==> config.mk <==
export PLATFORM = sky130hd
export DESIGN_NAME = key_entry_flat
export DESIGN_NICKNAME = d
export VERILOG_FILES = /design/src/rtl/key_entry_if.sv /design/src/rtl/key_entry.sv /design/src/flat_wrapper.sv
export SDC_FILE = /design/constraint.sdc
export NUM_CORES = 1
export LEC_CHECK = 0
export ABC_AREA = 0
export CAP_MARGIN = 20
export CELL_PAD_IN_SITES_DETAIL_PLACEMENT = 1
export CELL_PAD_IN_SITES_GLOBAL_PLACEMENT = 1
export CORE_MARGIN = 2
export CORE_UTILIZATION = 37
export CTS_BUF_LIST = sky130_fd_sc_hd__clkbuf_4
export DETAILED_ROUTE_END_ITERATION = 8
export PLACE_DENSITY_LB_ADDON = 0.1
export SLEW_MARGIN = 20
export SYNTH_ARGS = -nofsm -noshare
export SYNTH_HDL_FRONTEND = slang
export SYNTH_SLANG_ARGS = --single-unit
==> constraint.sdc <==
create_clock -name clk -period 1.6 [get_ports clk]
set_clock_uncertainty 0.05 [all_clocks]
set_input_delay 0.24 -clock clk [delete_from_list [all_inputs] [get_ports clk]]
set_output_delay 0.24 -clock clk [all_outputs]
set_load 0.05 [all_outputs]
==> src/rtl/key_entry_if.sv <==
// key_entry_if: keypad sense/code inputs and key event/buffer outputs.
// master drives the raw keypad side, slave is the key_entry block.
interface key_entry_if;
  logic [3:0]  SWC;
  logic [3:0]  key;
  logic        key_valid;
  logic [3:0]  key_code;
  logic [15:0] entry;
  logic [2:0]  digit_cnt;
  logic        entry_done;
  logic [15:0] entry_value;

  modport master (
    output SWC, key,
    input  key_valid, key_code, entry,
    input  digit_cnt, entry_done, entry_value
  );

  modport slave (
    input  SWC, key,
    output key_valid, key_code, entry,
    output digit_cnt, entry_done, entry_value
  );
endinterface

==> src/rtl/key_entry.sv <==
// key_entry: window-debounced keypad FSM feeding a 4-digit BCD buffer.
// Optional auto-repeat while a key is held: define KEY_REPEAT_EN.
module key_entry #(
  parameter int DEB_WIN    = 8,
  parameter int REPEAT_DLY = 40,
  parameter int REPEAT_PER = 10
) (
  input logic        clk,
  input logic        rst_n,
  key_entry_if.slave bus
);
  typedef enum logic [1:0] {
    IDLE, PRESS_DB, HELD, REL_DB
  } state_t;

  localparam logic [3:0] DEB = 4'(DEB_WIN);

  state_t      r_state, w_state_nxt;
  logic [1:0]  r_win;
  logic        r_hit;
  logic [3:0]  r_deb, w_deb_nxt;
  logic        w_hit_now, w_win_end, w_raw;
  logic        w_confirm, w_repeat;
  logic        r_key_valid;
  logic [3:0]  r_key_code;
  logic [15:0] r_entry, r_entry_value;
  logic [2:0]  r_cnt;
  logic        r_entry_done;

  assign w_hit_now = (bus.SWC != 4'b1111);
  assign w_win_end = (r_win == 2'd3);
  assign w_raw     = r_hit | w_hit_now;

  always_ff @(posedge clk or negedge rst_n) begin
    if (!rst_n) begin
      r_win <= 2'd0;
      r_hit <= 1'b0;
    end else begin
      r_win <= r_win + 2'd1;
      if (w_win_end)
        r_hit <= 1'b0;
      else if (w_hit_now)
        r_hit <= 1'b1;
    end
  end

  always_ff @(posedge clk or negedge rst_n) begin
    if (!rst_n) begin
      r_state <= IDLE;
      r_deb   <= 4'd0;
    end else begin
      r_state <= w_state_nxt;
      r_deb   <= w_deb_nxt;
    end
  end

  // DEB_WIN of 1 confirms on the first window, so skip the DB states.
  always_comb begin
    w_state_nxt = r_state;
    w_deb_nxt   = r_deb;
    w_confirm   = 1'b0;
    if (w_win_end) begin
      unique case (r_state)
        IDLE: begin
          if (w_raw) begin
            if (DEB == 4'd1) begin
              w_state_nxt = HELD;
              w_confirm   = 1'b1;
              w_deb_nxt   = 4'd0;
            end else begin
              w_state_nxt = PRESS_DB;
              w_deb_nxt   = 4'd1;
            end
          end
        end
        PRESS_DB: begin
          if (!w_raw) begin
            w_state_nxt = IDLE;
            w_deb_nxt   = 4'd0;
          end else if (r_deb + 4'd1 == DEB) begin
            w_state_nxt = HELD;
            w_confirm   = 1'b1;
            w_deb_nxt   = 4'd0;
          end else begin
            w_deb_nxt = r_deb + 4'd1;
          end
        end
        HELD: begin
          if (!w_raw) begin
            if (DEB == 4'd1) begin
              w_state_nxt = IDLE;
              w_deb_nxt   = 4'd0;
            end else begin
              w_state_nxt = REL_DB;
              w_deb_nxt   = 4'd1;
            end
          end
        end
        REL_DB: begin
          if (w_raw) begin
            w_state_nxt = HELD;
            w_deb_nxt   = 4'd0;
          end else if (r_deb + 4'd1 == DEB) begin
            w_state_nxt = IDLE;
            w_deb_nxt   = 4'd0;
          end else begin
            w_deb_nxt = r_deb + 4'd1;
          end
        end
        default: begin
          w_state_nxt = IDLE;
          w_deb_nxt   = 4'd0;
        end
      endcase
    end
  end

`ifdef KEY_REPEAT_EN
  localparam logic [15:0] RDLY = 16'(REPEAT_DLY);
  localparam logic [15:0] RPER = 16'(REPEAT_PER);

  logic [15:0] r_rep, w_rep_nxt;
  logic        r_rep_on, w_rep_on_nxt;

  // Counts held windows; first period is RDLY, later ones RPER.
  always_comb begin
    w_rep_nxt    = r_rep;
    w_rep_on_nxt = r_rep_on;
    w_repeat     = 1'b0;
    if (r_state != HELD || w_state_nxt != HELD) begin
      w_rep_nxt    = 16'd0;
      w_rep_on_nxt = 1'b0;
    end else if (w_win_end) begin
      if (r_rep + 16'd1 == (r_rep_on ? RPER : RDLY)) begin
        w_repeat     = 1'b1;
        w_rep_nxt    = 16'd0;
        w_rep_on_nxt = 1'b1;
      end else begin
        w_rep_nxt = r_rep + 16'd1;
      end
    end
  end

  always_ff @(posedge clk or negedge rst_n) begin
    if (!rst_n) begin
      r_rep    <= 16'd0;
      r_rep_on <= 1'b0;
    end else begin
      r_rep    <= w_rep_nxt;
      r_rep_on <= w_rep_on_nxt;
    end
  end
`else
  assign w_repeat = 1'b0;
`endif

  always_ff @(posedge clk or negedge rst_n) begin
    if (!rst_n) begin
      r_key_valid <= 1'b0;
      r_key_code  <= 4'd0;
    end else begin
      r_key_valid <= w_confirm | w_repeat;
      if (w_confirm)
        r_key_code <= bus.key;
    end
  end

  always_ff @(posedge clk or negedge rst_n) begin
    if (!rst_n) begin
      r_entry       <= 16'd0;
      r_cnt         <= 3'd0;
      r_entry_value <= 16'd0;
      r_entry_done  <= 1'b0;
    end else begin
      r_entry_done <= 1'b0;
      if (r_key_valid) begin
        unique case (1'b1)
          (r_key_code <= 4'd9): begin
            r_entry <= {r_entry[11:0], r_key_code};
            if (r_cnt != 3'd4)
              r_cnt <= r_cnt + 3'd1;
          end
          (r_key_code == 4'hA): begin
            r_entry <= 16'd0;
            r_cnt   <= 3'd0;
          end
          (r_key_code == 4'hB): begin
            r_entry_value <= r_entry;
            r_entry_done  <= 1'b1;
            r_entry       <= 16'd0;
            r_cnt         <= 3'd0;
          end
          default: ;
        endcase
      end
    end
  end

  assign bus.key_valid   = r_key_valid;
  assign bus.key_code    = r_key_code;
  assign bus.entry       = r_entry;
  assign bus.digit_cnt   = r_cnt;
  assign bus.entry_done  = r_entry_done;
  assign bus.entry_value = r_entry_value;
endmodule

==> src/flat_wrapper.sv <==
// flat-port wrapper written by rule: the top's interface ports become plain ports
module key_entry_flat 
#(
  parameter int DEB_WIN    = 8,
  parameter int REPEAT_DLY = 40,
  parameter int REPEAT_PER = 10
)
  (clk, rst_n, bus_SWC, bus_key, bus_key_valid, bus_key_code, bus_entry, bus_digit_cnt, bus_entry_done, bus_entry_value);
  key_entry_if bus_i ();
  input logic clk;
  input logic rst_n;
  input wire logic [$bits(bus_i.SWC)-1:0] bus_SWC;
  input wire logic [$bits(bus_i.key)-1:0] bus_key;
  output wire logic [$bits(bus_i.key_valid)-1:0] bus_key_valid;
  output wire logic [$bits(bus_i.key_code)-1:0] bus_key_code;
  output wire logic [$bits(bus_i.entry)-1:0] bus_entry;
  output wire logic [$bits(bus_i.digit_cnt)-1:0] bus_digit_cnt;
  output wire logic [$bits(bus_i.entry_done)-1:0] bus_entry_done;
  output wire logic [$bits(bus_i.entry_value)-1:0] bus_entry_value;
  assign bus_i.SWC = bus_SWC;
  assign bus_i.key = bus_key;
  assign bus_key_valid = bus_i.key_valid;
  assign bus_key_code = bus_i.key_code;
  assign bus_entry = bus_i.entry;
  assign bus_digit_cnt = bus_i.digit_cnt;
  assign bus_entry_done = bus_i.entry_done;
  assign bus_entry_value = bus_i.entry_value;
  key_entry #(.DEB_WIN(DEB_WIN), .REPEAT_DLY(REPEAT_DLY), .REPEAT_PER(REPEAT_PER)) u_core (.clk(clk), .rst_n(rst_n), .bus(bus_i));
endmodule
==> flow_summary.yaml, run 1 <==
drt:
  wl_met1_mm: 2.32
  top_layer_used: "met4"
  ant_nets: 0
  drt-total-wl_mm: 5.07
  drc: 0
  dr_wl_met3_um: 287
  num_vias: 1561
  drt_iter0_drc: 84
  detail_route.vias_per_cell: 5.02
  dr.pass1.iters: 4
  routed-wl-met2_mm: 2.41
  wire_per_inst_um: 16.3
status:
  outcome: "finished, violations left"
  failed_checks: "setup timing"
critical_path:
  cp.required_ns: 1.82
  slowest_delay_ns: 0.48
  crit_type: "reg -> reg"
  cp_cell_sequence: "a21bo_4 > a211oi_4 > nand3b_4 > mux2_4"
  cpMaxStageDelayCell: "dfrtp_2"
  cp_top_family: "compound AO/OA/AOI/OAI gates"
  path_max_fanout: 5
  crit_path_start_kind: "flip-flop"
  critPathBufInv: 0
  arrival_ns: 1.88
  worstSetupEndpointType: "flip-flop"
pwr:
  peakVddDrop_uv: 366
  power_density_nw_per_um2: 666
  power_mw: 2.06
  power_leakage_nw: 1.50
grt:
  grt_pass1_vias: 1671
  grt_max_degree: 34
  grt_first_pass_wirelength_mm: 8.49
  antenna_found_initial: 0
  gr-total-overflow: 0
  grt_use_total_pct: 17.6
synth:
  syn_inst: 162
  synth_mux_area_share_pct: 12.3
  synthAdderAreaFrac_pct: 2.35
  yosys-top-cells-area: "dfrtp_1 59%, mux2_2 8.5%, a22o_1 5.8%"
  syn-cell-area_um2: 2130
  synth_edf_count: 0
  synth_simple_gate_area_share_pct: 9.64
  synth_cell_types: 39
  yosys.area.top_type: "dfrtp_1"
  synth.net_count: 176
  synth_compound_area_share_pct: 13.5
  synth-xor-area-share_pct: 0.411
  yosysSeqAreaShare_pct: 58.8
  netlist_top_cells_count: "50 x dfrtp_1, 16 x mux2_2, 14 x a22o_1"
  ys_ff_latch: 50
  synth-async-reset-ratio_pct: 100
  synth_top_family_by_area: "compound AO/OA/AOI/OAI gates"
  avgSynthCellArea_um2: 13.1
  synth_flop_cell: "dfrtp_1"
  yosysTopAreaCellShare_pct: 58.8
  yosysMostFrequentCell: "dfrtp_1"
  ys_warn_count: 0
final_layout:
  nFillCells: 596
  diodes: 0
  final_nets: 252
  stdcell_area_um2: 3100
  post-route-util_pct: 55.9
  areaGrowthSynthToFinish_pct: 45.4
  drive_gt1_share_pct: 47.7
sta:
  setup_ws_ns: -0.0595
  max_slew_margin_pct: 70.5
  fmax_ghz: 0.603
  rsz0062_at_grt: "true"
  setup_viol: 4
  finalHoldViolations: 0
  fin_crit_sh_pct: 104
  slew_violations: 0
  hold_slack_ns: 0.264
  worst_pin_slew_ns: 0.442
  finalCriticalPeriod_ns: 1.66
clock_tree:
  clk_pin_slew_worst_paths_ns: 0.15
  clockBufferDepth: 2
  h-tree-depth: 2
  ctsRootBufferMaster: "clkbuf_4"
  worstSkewPairLatency_ns: 0.37
  cts.sinks: 50
  cts_tree: "built"
  cts_buffers: 5
floorplanning:
  design.die.area_um2: 6380
  core_um2: 5540
  std_cell_rows: 27
  io_pins: 51
  die_h_um: 79.9
  die_x_um: 79.9
  initial_core_util_pct: 38.4
place:
  placed_area_um2: 2920
  place_ws_ns: -0.298
  gp_routability_congestion: 0.791
  hpwlAfterDp_mm: 3.71
  port_buffers: 50
flow_run:
  cap_violations: 0
min_path:
  hp-class: "in -> async"
layer usage:
| layer | vias to the layer above | global-route usage, % |
|---|---|---|
| met5 | - | 0 |
| met4 | 0 | 5.59 |
| met3 | 5 | 4.41 |
| met2 | 46 | 27.9 |
| met1 | 780 | 23.8 |
| li1 | 730 | - |
through the flow:
stage          std cells  TNS [ns]
4_1_cts              309    -0.183
6_report             311    -0.180
5_1_grt              311    -0.445
3_3_place_gp         295     -1.34
3_5_place_dp         295     -1.84
2_1_floorplan        162    -0.729
final cells by class:
type                    count  area, µm²  area share, %
repair buffers             77        793           25.6
flip-flops and latches     50       1260           40.6
clock inverters             3       45.0           1.45
multi-input cells          98        850           27.4
well taps                  72       90.1           2.91
clock buffers               5       37.5           1.21
inverters                   6       22.5          0.727
placed cells by master, fill, tap and decap left out, types with 2 or more instances in the layout:
master / n
o2bb2ai_1: 2
a21bo_2: 2
dfrtp_2: 6
clkdlybuf4s50_1: 8
nand3_1: 4
a21oi_1: 2
ha_1: 3
nand2b_1: 2
a22o_1: 14
inv_1: 6
nor2_1: 5
clkinvlp_4: 2
nand2_1: 11
nor2b_1: 2
clkbuf_4: 5
buf_4: 50
buf_12: 15
buf_6: 2
dfrtp_1: 44
o21ai_0: 8
mux2_4: 4
and3b_1: 2
mux2_2: 16
path summary, 6_finish.rpt:
| kind | start | to | slack [ns] | cells past startpoint |
|---|---|---|---|---|
| hold / removal | rst_n | u_core.bus.entry[10] | 0.26 | 2 |
| hold reg to reg | u_core.r_win[0] | u_core.r_win[0] | 0.39 | 1 |
| max in group asynchronous | rst_n | u_core.bus.key_code[2] | 0.69 | 3 |
| min in group clk | u_core.r_win[0] | u_core.r_win[0] | 0.39 | 1 |
| setup reg to reg | u_core.r_deb[0] | u_core.bus.key_code[2] | -0.06 | 4 |
| setup / recovery | u_core.r_deb[0] | u_core.bus.key_code[2] | -0.06 | 4 |
cell families after synthesis:
logic type | Yosys count
buffers and inverters | 14
xor gates and xnor gates | 1
adders and majority gates | 4
AOI/OAI and AO/OA | 35
DFF | 50
muxes | 22
and+or+nand+nor | 36
power breakdown:
group	switching, mW	leakage [nW]	internal, mW
Sequential	0.000154	0.675	1.26
Clock	0.414	0.0374	0.328
Combinational	0.0302	0.789	0.0269
flip-flops by register name, summed over array words and instances, names as in the netlist, named ones only:
signal                  flops
u_core.bus.digit_cnt        3
u_core.bus.entry           16
u_core.r_win                2
u_core.r_deb                4
u_core.bus.key_valid        1
u_core.r_state              1
u_core.bus.entry_done       1
u_core.bus.key_code         4
u_core.bus.entry_value     16
u_core.r_hit                1
what timing repair did:
| item | CTS | global route |
|---|---|---|
| hold buffers | 1 | 0 |
| gates cloned | 0 | 0 |
| pin swaps | 1 | 1 |
| endpoints found under the setup margin | 6 | 6 |
| resized for setup | 3 | 5 |
| setup buffers | 5 | 2 |
| hold endpoints to repair | 17 | 0 |
Power figures use the tool's default switching activity.
==> inputs of run 2 (changes only) <==
Settings changed: CELL_PAD_IN_SITES_GLOBAL_PLACEMENT 1 to 2, CORE_UTILIZATION 37 to 30, RECOVER_POWER set to 50, SETUP_SLACK_MARGIN set to 0.5.
==> flow_summary.yaml, run 2 (synthesis results as in run 1) <==
sta:
  max_slew_margin_pct: 62.0
  hold_slack_ns: 0.327
  fmax_ghz: 0.594
  fin_crit_sh_pct: 105
  slew_violations: 0
  worst_pin_slew_ns: 0.570
  rsz0062_at_grt: "true"
  setup_ws_ns: -0.0847
  finalHoldViolations: 0
  setup_viol: 4
  finalCriticalPeriod_ns: 1.68
final_layout:
  final_nets: 302
  areaGrowthSynthToFinish_pct: 83.6
  diodes: 0
  stdcell_area_um2: 3910
  layout_common_cells: "55 x buf_4, 33 x buf_6, 32 x dfrtp_1"
  final_common_cell: "buf_4"
  nFillCells: 676
  final_cells: 385
  drive_gt1_share_pct: 66.4
clock_tree:
  worstSkewPairLatency_ns: 0.37
  ctsRootBufferMaster: "clkbuf_4"
  cts.sinks: 50
  h-tree-depth: 2
  clockBufferDepth: 2
  cts_buffers: 5
  clk_pin_slew_worst_paths_ns: 0.16
  cts_tree: "built"
grt:
  grt_pass1_vias: 1921
  grt_max_degree: 29
  grt_first_pass_wirelength_mm: 10.1
  gr-total-overflow: 0
  grt_use_total_pct: 17.1
  antenna_found_initial: 0
drt:
  num_vias: 1769
  drc: 0
  drt-total-wl_mm: 6.47
  detail_route.vias_per_cell: 4.59
  dr.pass1.iters: 4
  ant_nets: 0
  wire_per_inst_um: 16.8
  drt_iter0_drc: 36
critical_path:
  crit_path_start_kind: "flip-flop"
  path_max_fanout: 5
  cpMaxStageDelayCell: "dfrtp_2"
  cp-startpoint: "u_core.r_deb[0]"
  cp.required_ns: 1.82
  slowest_delay_ns: 0.50
  rr_startpoint: "u_core.r_deb[0]"
  arrival_ns: 1.91
  crit_type: "reg -> reg"
  cp_cell_sequence: "a21bo_4 > a211oi_4 > nand3b_4 > mux2_4"
  critPathBufInv: 0
  cp_top_family: "compound AO/OA/AOI/OAI gates"
  worstSetupEndpointType: "flip-flop"
floorplanning:
  die_x_um: 88.3
  core_um2: 6830
  std_cell_rows: 30
  design.die.area_um2: 7790
  initial_core_util_pct: 31.2
  die_h_um: 88.3
  io_pins: 51
pwr:
  power_density_nw_per_um2: 534
  power_leakage_nw: 1.87
  peakVddDrop_uv: 319
place:
  port_buffers: 50
  gp_routability_congestion: 0.695
  dpl.cell_count: 318
  hpwlAfterDp_mm: 3.73
  placed_area_um2: 3070
status:
  outcome: "finished, violations left"
  failed_checks: "setup timing"
min_path:
  hp-class: "in -> async"
flow_run:
  cap_violations: 0
[run 2: cell types whose count changed in the layout (fill, tap and decap cells not counted), sizes merged]
cell and change:
clkbuf +7, inv +1, buf +43, clkinv +1, clkinvlp -2
[run 2: layout make-up]
type,count,area (µm²),area share [%]
Multi-Input combinational cell,98,1020,26.1
Clock inverter,3,43.8,1.12
Clock buffer,5,37.5,0.960
Inverter,6,22.5,0.576
Timing Repair Buffer,127,1390,35.6
Sequential cell,50,1270,32.6
Tap cell,96,120,3.07
[run 2: report_power, final]
part / leakage, nW / internal [mW] / switching (mW) / total, mW
registers: 0.656 / 1.26 / 0.000202 / 1.26
clock network: 0.0456 / 0.333 / 0.438 / 0.771
logic: 1.16 / 0.0226 / 0.0300 / 0.0526
total: 1.87 / 1.62 / 0.468 / 2.09
[run 2: stage by stage]
step	power (mW)	util, %	setup TNS [ns]	setup WS (ns)
6_report	2.09	57.2	-0.318	-0.0847
5_1_grt	2.16	57.2	-1.04	-0.162
4_1_cts	2.11	54.8	-0.378	-0.0912
3_5_place_dp	1.35	44.9	-1.21	-0.172
3_3_place_gp	1.35	44.9	-0.886	-0.122
2_1_floorplan	1.29	-	-0.641	-0.0713
[run 2: path summary, 6_finish.rpt]
check                                              end  slack [ns]  cells past startpoint
worst min-delay path            u_core.bus.key_code[0]        0.33                      2
worst max register to register  u_core.bus.key_code[3]       -0.08                      4
worst min register to register         u_core.r_win[0]        0.40                      1
worst max-delay path            u_core.bus.key_code[3]       -0.08                      4
max in group asynchronous          u_core.bus.entry[5]        0.29                      3
min in group clk                       u_core.r_win[0]        0.40                      1
[run 2: metal layers]
layer | part of all wire, % | track usage, % | up-vias
met2 | 53 | 30.3 | 39
met4 | 0.99 | 4.13 | 0
li1 | - | - | 831
met1 | 42 | 21.7 | 894
met5 | 0 | 0 | -
met3 | 3.8 | 3.17 | 5
[run 2: repair_timing]
action,CTS,global route
pin swaps,9,16
hold buffers,1,0
cloned,2,2
setup endpoints to repair,88,88
resized for setup,71,17
buffers inserted,38,16
endpoints found under the hold margin,22,0
==> inputs of run 3 (changes only) <==
Settings changed: GPL_ROUTABILITY_DRIVEN set to 0.
==> results of run 3 <==
Same layout as run 2: the final DEF is identical, and so are final timing and power.
